`src/rtl/reg_readback_pkg.sv`:
```
// Shared definitions for the register read-back controller.
//   NREGS / IDX_W : register count and index width of the peripheral bank
//   state_e       : controller FSM states
//   byte_merge    : lane-wise merge of new write data over the old value
package reg_readback_pkg;

  localparam int unsigned NREGS = 16;
  localparam int unsigned IDX_W = 4;

  // Widest data bus the merge helper supports; callers cast in and out.
  localparam int unsigned MERGE_W     = 256;
  localparam int unsigned MERGE_LANES = MERGE_W / 8;

  typedef enum logic [1:0] {
    ST_IDLE = 2'd0,
    ST_WR   = 2'd1,
    ST_RD   = 2'd2,
    ST_ACK  = 2'd3
  } state_e;

  // Lane k of the result takes nw when sel[k] is set, otherwise old.
  function automatic logic [MERGE_W-1:0] byte_merge(
    input logic [MERGE_LANES-1:0] sel,
    input logic [MERGE_W-1:0]     nw,
    input logic [MERGE_W-1:0]     old
  );
    logic [MERGE_W-1:0] res;
    res = old;
    for (int unsigned k = 0; k < MERGE_LANES; k++) begin
      if (sel[k]) res[8*k +: 8] = nw[8*k +: 8];
    end
    return res;
  endfunction

endpackage

```
`src/rtl/rb_shadow_ram.sv`:
```
// Shadow copy of the write-only peripheral registers.
//   clk_i : clock
//   we_i  : synchronous write enable
//   adr_i : register index (shared by read and write)
//   dat_i : write data
//   dat_o : asynchronous read data at adr_i
// Contents are deliberately not reset; validity is tracked by the owner.
module rb_shadow_ram
  import reg_readback_pkg::*;
#(
  parameter int unsigned WID = 16
) (
  input  logic             clk_i,
  input  logic             we_i,
  input  logic [IDX_W-1:0] adr_i,
  input  logic [WID-1:0]   dat_i,
  output logic [WID-1:0]   dat_o
);

  logic [WID-1:0] mem [NREGS];

  always_ff @(posedge clk_i) begin
    if (we_i) mem[adr_i] <= dat_i;
  end

  assign dat_o = mem[adr_i];

endmodule

```
`src/rtl/reg_readback_ctrl.sv`:
```
// Bus-slave front end for a write-only peripheral register bank.
// Writes are forwarded to the peripheral with a ready handshake (with
// timeout) and mirrored into a shadow RAM; reads are served from the shadow.
//   clk_i, rst_ni              : clock, async active-low reset
//   cs_i, cyc_i, stb_i, we_i   : bus request qualifiers / direction
//   sel_i, adr_i, dat_i        : byte lanes, register index, write data
//   dat_o, ack_o, err_o        : read data, acknowledge, timeout error
//   reg_we_o, reg_adr_o,
//   reg_dat_o, reg_rdy_i       : peripheral write port and its ready
module reg_readback_ctrl
  import reg_readback_pkg::*;
#(
  parameter int unsigned     WID     = 16,
  parameter logic [WID-1:0]  RST_VAL = '0,
  parameter int unsigned     TMO     = 255
) (
  input  logic               clk_i,
  input  logic               rst_ni,
  input  logic               cs_i,
  input  logic               cyc_i,
  input  logic               stb_i,
  input  logic               we_i,
  input  logic [WID/8-1:0]   sel_i,
  input  logic [IDX_W-1:0]   adr_i,
  input  logic [WID-1:0]     dat_i,
  output logic [WID-1:0]     dat_o,
  output logic               ack_o,
  output logic               err_o,
  output logic               reg_we_o,
  output logic [IDX_W-1:0]   reg_adr_o,
  output logic [WID-1:0]     reg_dat_o,
  input  logic               reg_rdy_i
);

  localparam logic [7:0] TMO_CNT = 8'(TMO);

  state_e             state_q, state_d;
  logic [IDX_W-1:0]   reg_adr_q, reg_adr_d;
  logic [WID-1:0]     reg_dat_q, reg_dat_d;
  logic               reg_we_q, reg_we_d;
  logic               ack_q, ack_d;
  logic               err_q, err_d;
  logic [WID-1:0]     dat_q, dat_d;
  logic [NREGS-1:0]   valid_q, valid_d;
  logic [7:0]         cnt_q, cnt_d;

  logic               req;
  logic               hold;
  logic               ram_we;
  logic [IDX_W-1:0]   ram_adr;
  logic [WID-1:0]     ram_rdat;
  logic [WID-1:0]     cur_val;
  logic [7:0]         cnt_inc;

  assign req  = cs_i & cyc_i & stb_i;
  // cs_i is only sampled at acceptance, so the ack hold follows cyc/stb.
  assign hold = cyc_i & stb_i;

  // In IDLE the RAM is looked up at the incoming index for the byte merge;
  // afterwards it stays on the latched index for the write or the read.
  assign ram_adr = (state_q == ST_IDLE) ? adr_i : reg_adr_q;
  assign ram_we  = (state_q == ST_WR) & reg_rdy_i;
  assign cur_val = valid_q[ram_adr] ? ram_rdat : RST_VAL;
  assign cnt_inc = cnt_q + 8'd1;

  rb_shadow_ram #(.WID(WID)) u_shadow (
    .clk_i (clk_i),
    .we_i  (ram_we),
    .adr_i (ram_adr),
    .dat_i (reg_dat_q),
    .dat_o (ram_rdat)
  );

  always_comb begin
    state_d   = state_q;
    reg_adr_d = reg_adr_q;
    reg_dat_d = reg_dat_q;
    reg_we_d  = reg_we_q;
    ack_d     = ack_q;
    err_d     = err_q;
    dat_d     = dat_q;
    valid_d   = valid_q;
    cnt_d     = cnt_q;
    unique case (state_q)
      ST_IDLE: begin
        if (req) begin
          reg_adr_d = adr_i;
          if (we_i) begin
            reg_dat_d = WID'(byte_merge(MERGE_LANES'(sel_i), MERGE_W'(dat_i),
                                        MERGE_W'(cur_val)));
            reg_we_d  = 1'b1;
            cnt_d     = '0;
            state_d   = ST_WR;
          end else begin
            state_d   = ST_RD;
          end
        end
      end
      ST_WR: begin
        if (reg_rdy_i) begin
          valid_d[reg_adr_q] = 1'b1;
          reg_we_d = 1'b0;
          ack_d    = 1'b1;
          state_d  = ST_ACK;
        end else begin
          cnt_d = cnt_inc;
          if (cnt_inc == TMO_CNT) begin
            reg_we_d = 1'b0;
            err_d    = 1'b1;
            ack_d    = 1'b1;
            state_d  = ST_ACK;
          end
        end
      end
      ST_RD: begin
        dat_d   = cur_val;
        ack_d   = 1'b1;
        state_d = ST_ACK;
      end
      ST_ACK: begin
        if (!hold) begin
          ack_d   = 1'b0;
          err_d   = 1'b0;
          dat_d   = '0;
          state_d = ST_IDLE;
        end
      end
      default: state_d = ST_IDLE;
    endcase
  end

  always_ff @(posedge clk_i or negedge rst_ni) begin
    if (!rst_ni) begin
      state_q   <= ST_IDLE;
      reg_adr_q <= '0;
      reg_dat_q <= '0;
      reg_we_q  <= 1'b0;
      ack_q     <= 1'b0;
      err_q     <= 1'b0;
      dat_q     <= '0;
      valid_q   <= '0;
      cnt_q     <= '0;
    end else begin
      state_q   <= state_d;
      reg_adr_q <= reg_adr_d;
      reg_dat_q <= reg_dat_d;
      reg_we_q  <= reg_we_d;
      ack_q     <= ack_d;
      err_q     <= err_d;
      dat_q     <= dat_d;
      valid_q   <= valid_d;
      cnt_q     <= cnt_d;
    end
  end

  assign dat_o     = dat_q;
  assign ack_o     = ack_q;
  assign err_o     = err_q;
  assign reg_we_o  = reg_we_q;
  assign reg_adr_o = reg_adr_q;
  assign reg_dat_o = reg_dat_q;

endmodule

```
`config.mk`:
```
export PLATFORM = sky130hd
export DESIGN_NAME = reg_readback_ctrl
export DESIGN_NICKNAME = d
export VERILOG_FILES = /design/src/rtl/reg_readback_pkg.sv /design/src/rtl/rb_shadow_ram.sv /design/src/rtl/reg_readback_ctrl.sv
export SDC_FILE = /design/constraint.sdc
export NUM_CORES = 1
export LEC_CHECK = 0
export CORE_MARGIN = 2
export CORE_UTILIZATION = 30
export CTS_BUF_LIST = sky130_fd_sc_hd__clkbuf_4 sky130_fd_sc_hd__clkbuf_8 sky130_fd_sc_hd__clkbuf_16
export DETAILED_ROUTE_END_ITERATION = 8
export HOLD_SLACK_MARGIN = 0.1
export PLACE_DENSITY_LB_ADDON = 0.2
export SKIP_CTS_REPAIR_TIMING = 1
export SYNTH_ARGS = -nofsm -noshare
export SYNTH_HDL_FRONTEND = slang
export SYNTH_SLANG_ARGS = --single-unit
```
`constraint.sdc`:
```
create_clock -name clk_i -period 4.3 [get_ports clk_i]
set_input_delay 0.86 -clock clk_i [delete_from_list [all_inputs] [get_ports clk_i]]
set_output_delay 0.86 -clock clk_i [all_outputs]
set_load 0.005 [all_outputs]
```
==> results.md <==
* Status: completed
* Peak VDD IR at 321 uV
* Die area at 0.0448 mm2
* Largest net degree at the start of global routing at 66
* Hold Path Cell Cnt at 1
* Final hold violation count at 0
* Clk buf depth at 3
* Number of vias per cell at 5.17
* Worst Path Required at 4.47 ns
* Fin crit period at 3.27 ns
* Slowest cell on crit path: buf_4
* Die Y at 212 um
* Antenna cells at 0
* DP Worst Slack at 0.693 ns
* Post-DP Area at 0.0145 mm2
* Synth top area share at 0.594
* Via count at 7666
* Setup violations, final at 0
* Most used cell, CP: buf_4
* CP top delay family: buffers and inverters
* FMAX at 305 MHz
* Core Region at 0.0428 mm2
* Worst reg2reg path depth at 7
* Max-Cap Viols at 0
* Layout filler cell count at 4029
* Slew margin rel. at 0.340
* 1st-iter DRT viols at 655
* Synth top area cells: edfxtp_1, dfrtp_1, mux4_2
* Initial core utilization at 0.302
* Placer congestion estimate at 0.765
* NumNets Final at 944
* Port buffer count at 67
* Setup TNS at 0 ns
* CTS tree: done
* CTS Buf Count at 37
* Crit. End Element: flop
* Clk_lat worst skew at 0.52 ns
* First-pass GRT wire length at 51700 um
* Post-route DRC violation count at 0
* Post-Syn Area at 0.0129 mm2
* Most common library cells after synthesis: edfxtp_1, o22ai_1, nor2_1, dfrtp_1, mux4_2
* Post-route ant nets at 0
* Final cell area excluding filler cells at 0.0157 mm2
* Most frequent cell after synthesis: edfxtp_1
* CTS sink cnt at 321
* Htree depth at 2
* Slowest stage delay, CP at 0.52 ns
* CP Class: reg2reg
* Final worst slack at 1.03 ns
* Main synth FF type: edfxtp_1
* Fin Clk Skew at 0.0238 ns
* Async SR Flop Fraction at 0.202
* Layout cells sized above 1 at 0.187
* Crit-path cells: inv_1, ha_1, mux2i_4, buf_4, nand4_1, nor2_2, buf_4
* DP HPWL at 21500 um
* Syn Nets at 846
* Initial antenna violation count at 0
* Grt ovf at 0
* Die W at 212 um
* Seq cells post-synth at 321
* Avg Inst Size Synth at 16.0 um2
* Critical path data arrival time at 3.44 ns
* Tcrit/Tclk final at 0.761
* EDFF count, synth at 256
* WL per Instance at 23.2 um
* Mapped Cells at 810
* First-pass DRT Iterations at 5
* Fin. max-slew vios at 0
* Sequential-to-total area share from yosys stat at 0.720
* I/O pin count at 68
* P_leak at 5.42 nW
* Startpoint Class: flop
* GRT Total Usage at 0.156
* Pwr per Cell Area at 741 mW/mm2
* WL final at 34400 um
* Crit path max fanout at 36
* Area delta synth->final at 21.5%
* RSZ-0062 raised after global routing: false
* Root Buffer: clkbuf_16
* Cell row count at 76
* Vias in the first global route at 7897
* Measured slew at the worst slew-check pin at 0.984 ns
* Number of buffers and inverters on the critical path at 3
* Hold Path Class: reg2reg
* Netlist cell types at 56
* Reg clk slew, reported paths at 0.06 ns
* Yosys warns at 0
* WP depth at 7
* Yosys top cell by area: edfxtp_1
## sequential cells by signal, indices dropped and copies added (netlist names)
| signal | cells |
|---|---|
| cnt_q | 8 |
| dat_o | 16 |
| valid_q | 16 |
| u_shadow.mem | 256 |
| reg_we_o | 1 |
| reg_dat_o | 16 |
| reg_adr_o | 4 |
| state_q | 2 |
| ack_o | 1 |
| err_o | 1 |
## metal layers
metal  vias to the layer above  global-route usage  routed length, um  part of all wire
met1                      3971               0.228              16400              0.48
li1                       3447                   -                  -                 -
met2                       197               0.243              15700              0.46
met3                        51              0.0228               1570             0.046
met4                         0              0.0401                692             0.020
met5                         -                   0                  0                 0
## cell usage in the layout (no fill, tap or decap), types with 16 or more instances in the layout
cell type / n
edfxtp_1: 256
o22ai_1: 81
clkdlybuf4s50_1: 66
dfrtp_1: 65
nor2_1: 57
clkbuf_16: 39
buf_4: 38
mux4_2: 32
o21ai_0: 26
nand2_1: 22
a22o_1: 21
a21oi_1: 17
nor4b_1: 17
o21a_1: 16
or4b_1: 16
## cell families after synthesis
| group | count (synthesis) | share of synthesized area |
|---|---|---|
| and+or+nand+nor | 173 | 0.0738 |
| muxes | 41 | 0.0659 |
| buffers and inverters | 59 | 0.0239 |
| xor gates and xnor gates | 3 | 0.00203 |
| DFF | 321 | 0.720 |
| adders and majority gates | 7 | 0.00677 |
| AOI/OAI and AO/OA | 206 | 0.108 |
## final cells by class
type | count | area [um2] | area share
multi-input combinational | 430 | 3390 | 0.216
clock inverter | 22 | 246 | 0.0157
timing repair buffer | 108 | 1030 | 0.0652
tap | 546 | 683 | 0.0434
clock buffer | 46 | 1030 | 0.0654
inverter | 10 | 37.5 | 0.00239
sequential | 321 | 9310 | 0.592
## worst register-to-register path, cell delays in order, from the launching register on
cell and delay (ns):
dfrtp_1 0.41, inv_1 0.11, ha_1 0.51, mux2i_4 0.36
buf_4 0.52, nand4_1 0.47, nor2_2 0.21, buf_4 0.32
## worst paths after layout
kind,start,end,slack (ns)
worst max-delay path,state_q[0],u_shadow.mem[4][12],1.03
worst min-delay path,valid_q[3],valid_q[3],0.47
worst max register to register,state_q[0],u_shadow.mem[4][12],1.03
worst min register to register,valid_q[3],valid_q[3],0.47
max in group asynchronous,rst_ni,dat_o[12],3.17
min in group asynchronous,rst_ni,cnt_q[3],0.49
## power by group
group / switching (mW) / total (mW) / internal (mW)
registers: 0.603 / 4.68 / 4.08
clock network: 1.24 / 3.25 / 2.01
logic: 2.06 / 3.73 / 1.67
## metrics by stage
stage                     utilization  total power [mW]  cells  hold WS, ns
final                           0.368              11.7   1483        0.471
after global placement          0.338              8.50   1415        0.454
after global routing            0.368              12.3   1483        0.482
after floorplan                     -              6.86    810        0.436
after detailed placement        0.338              8.52   1415        0.460
after CTS                       0.368              11.8   1483        0.474
Power figures use the tool's default switching activity.
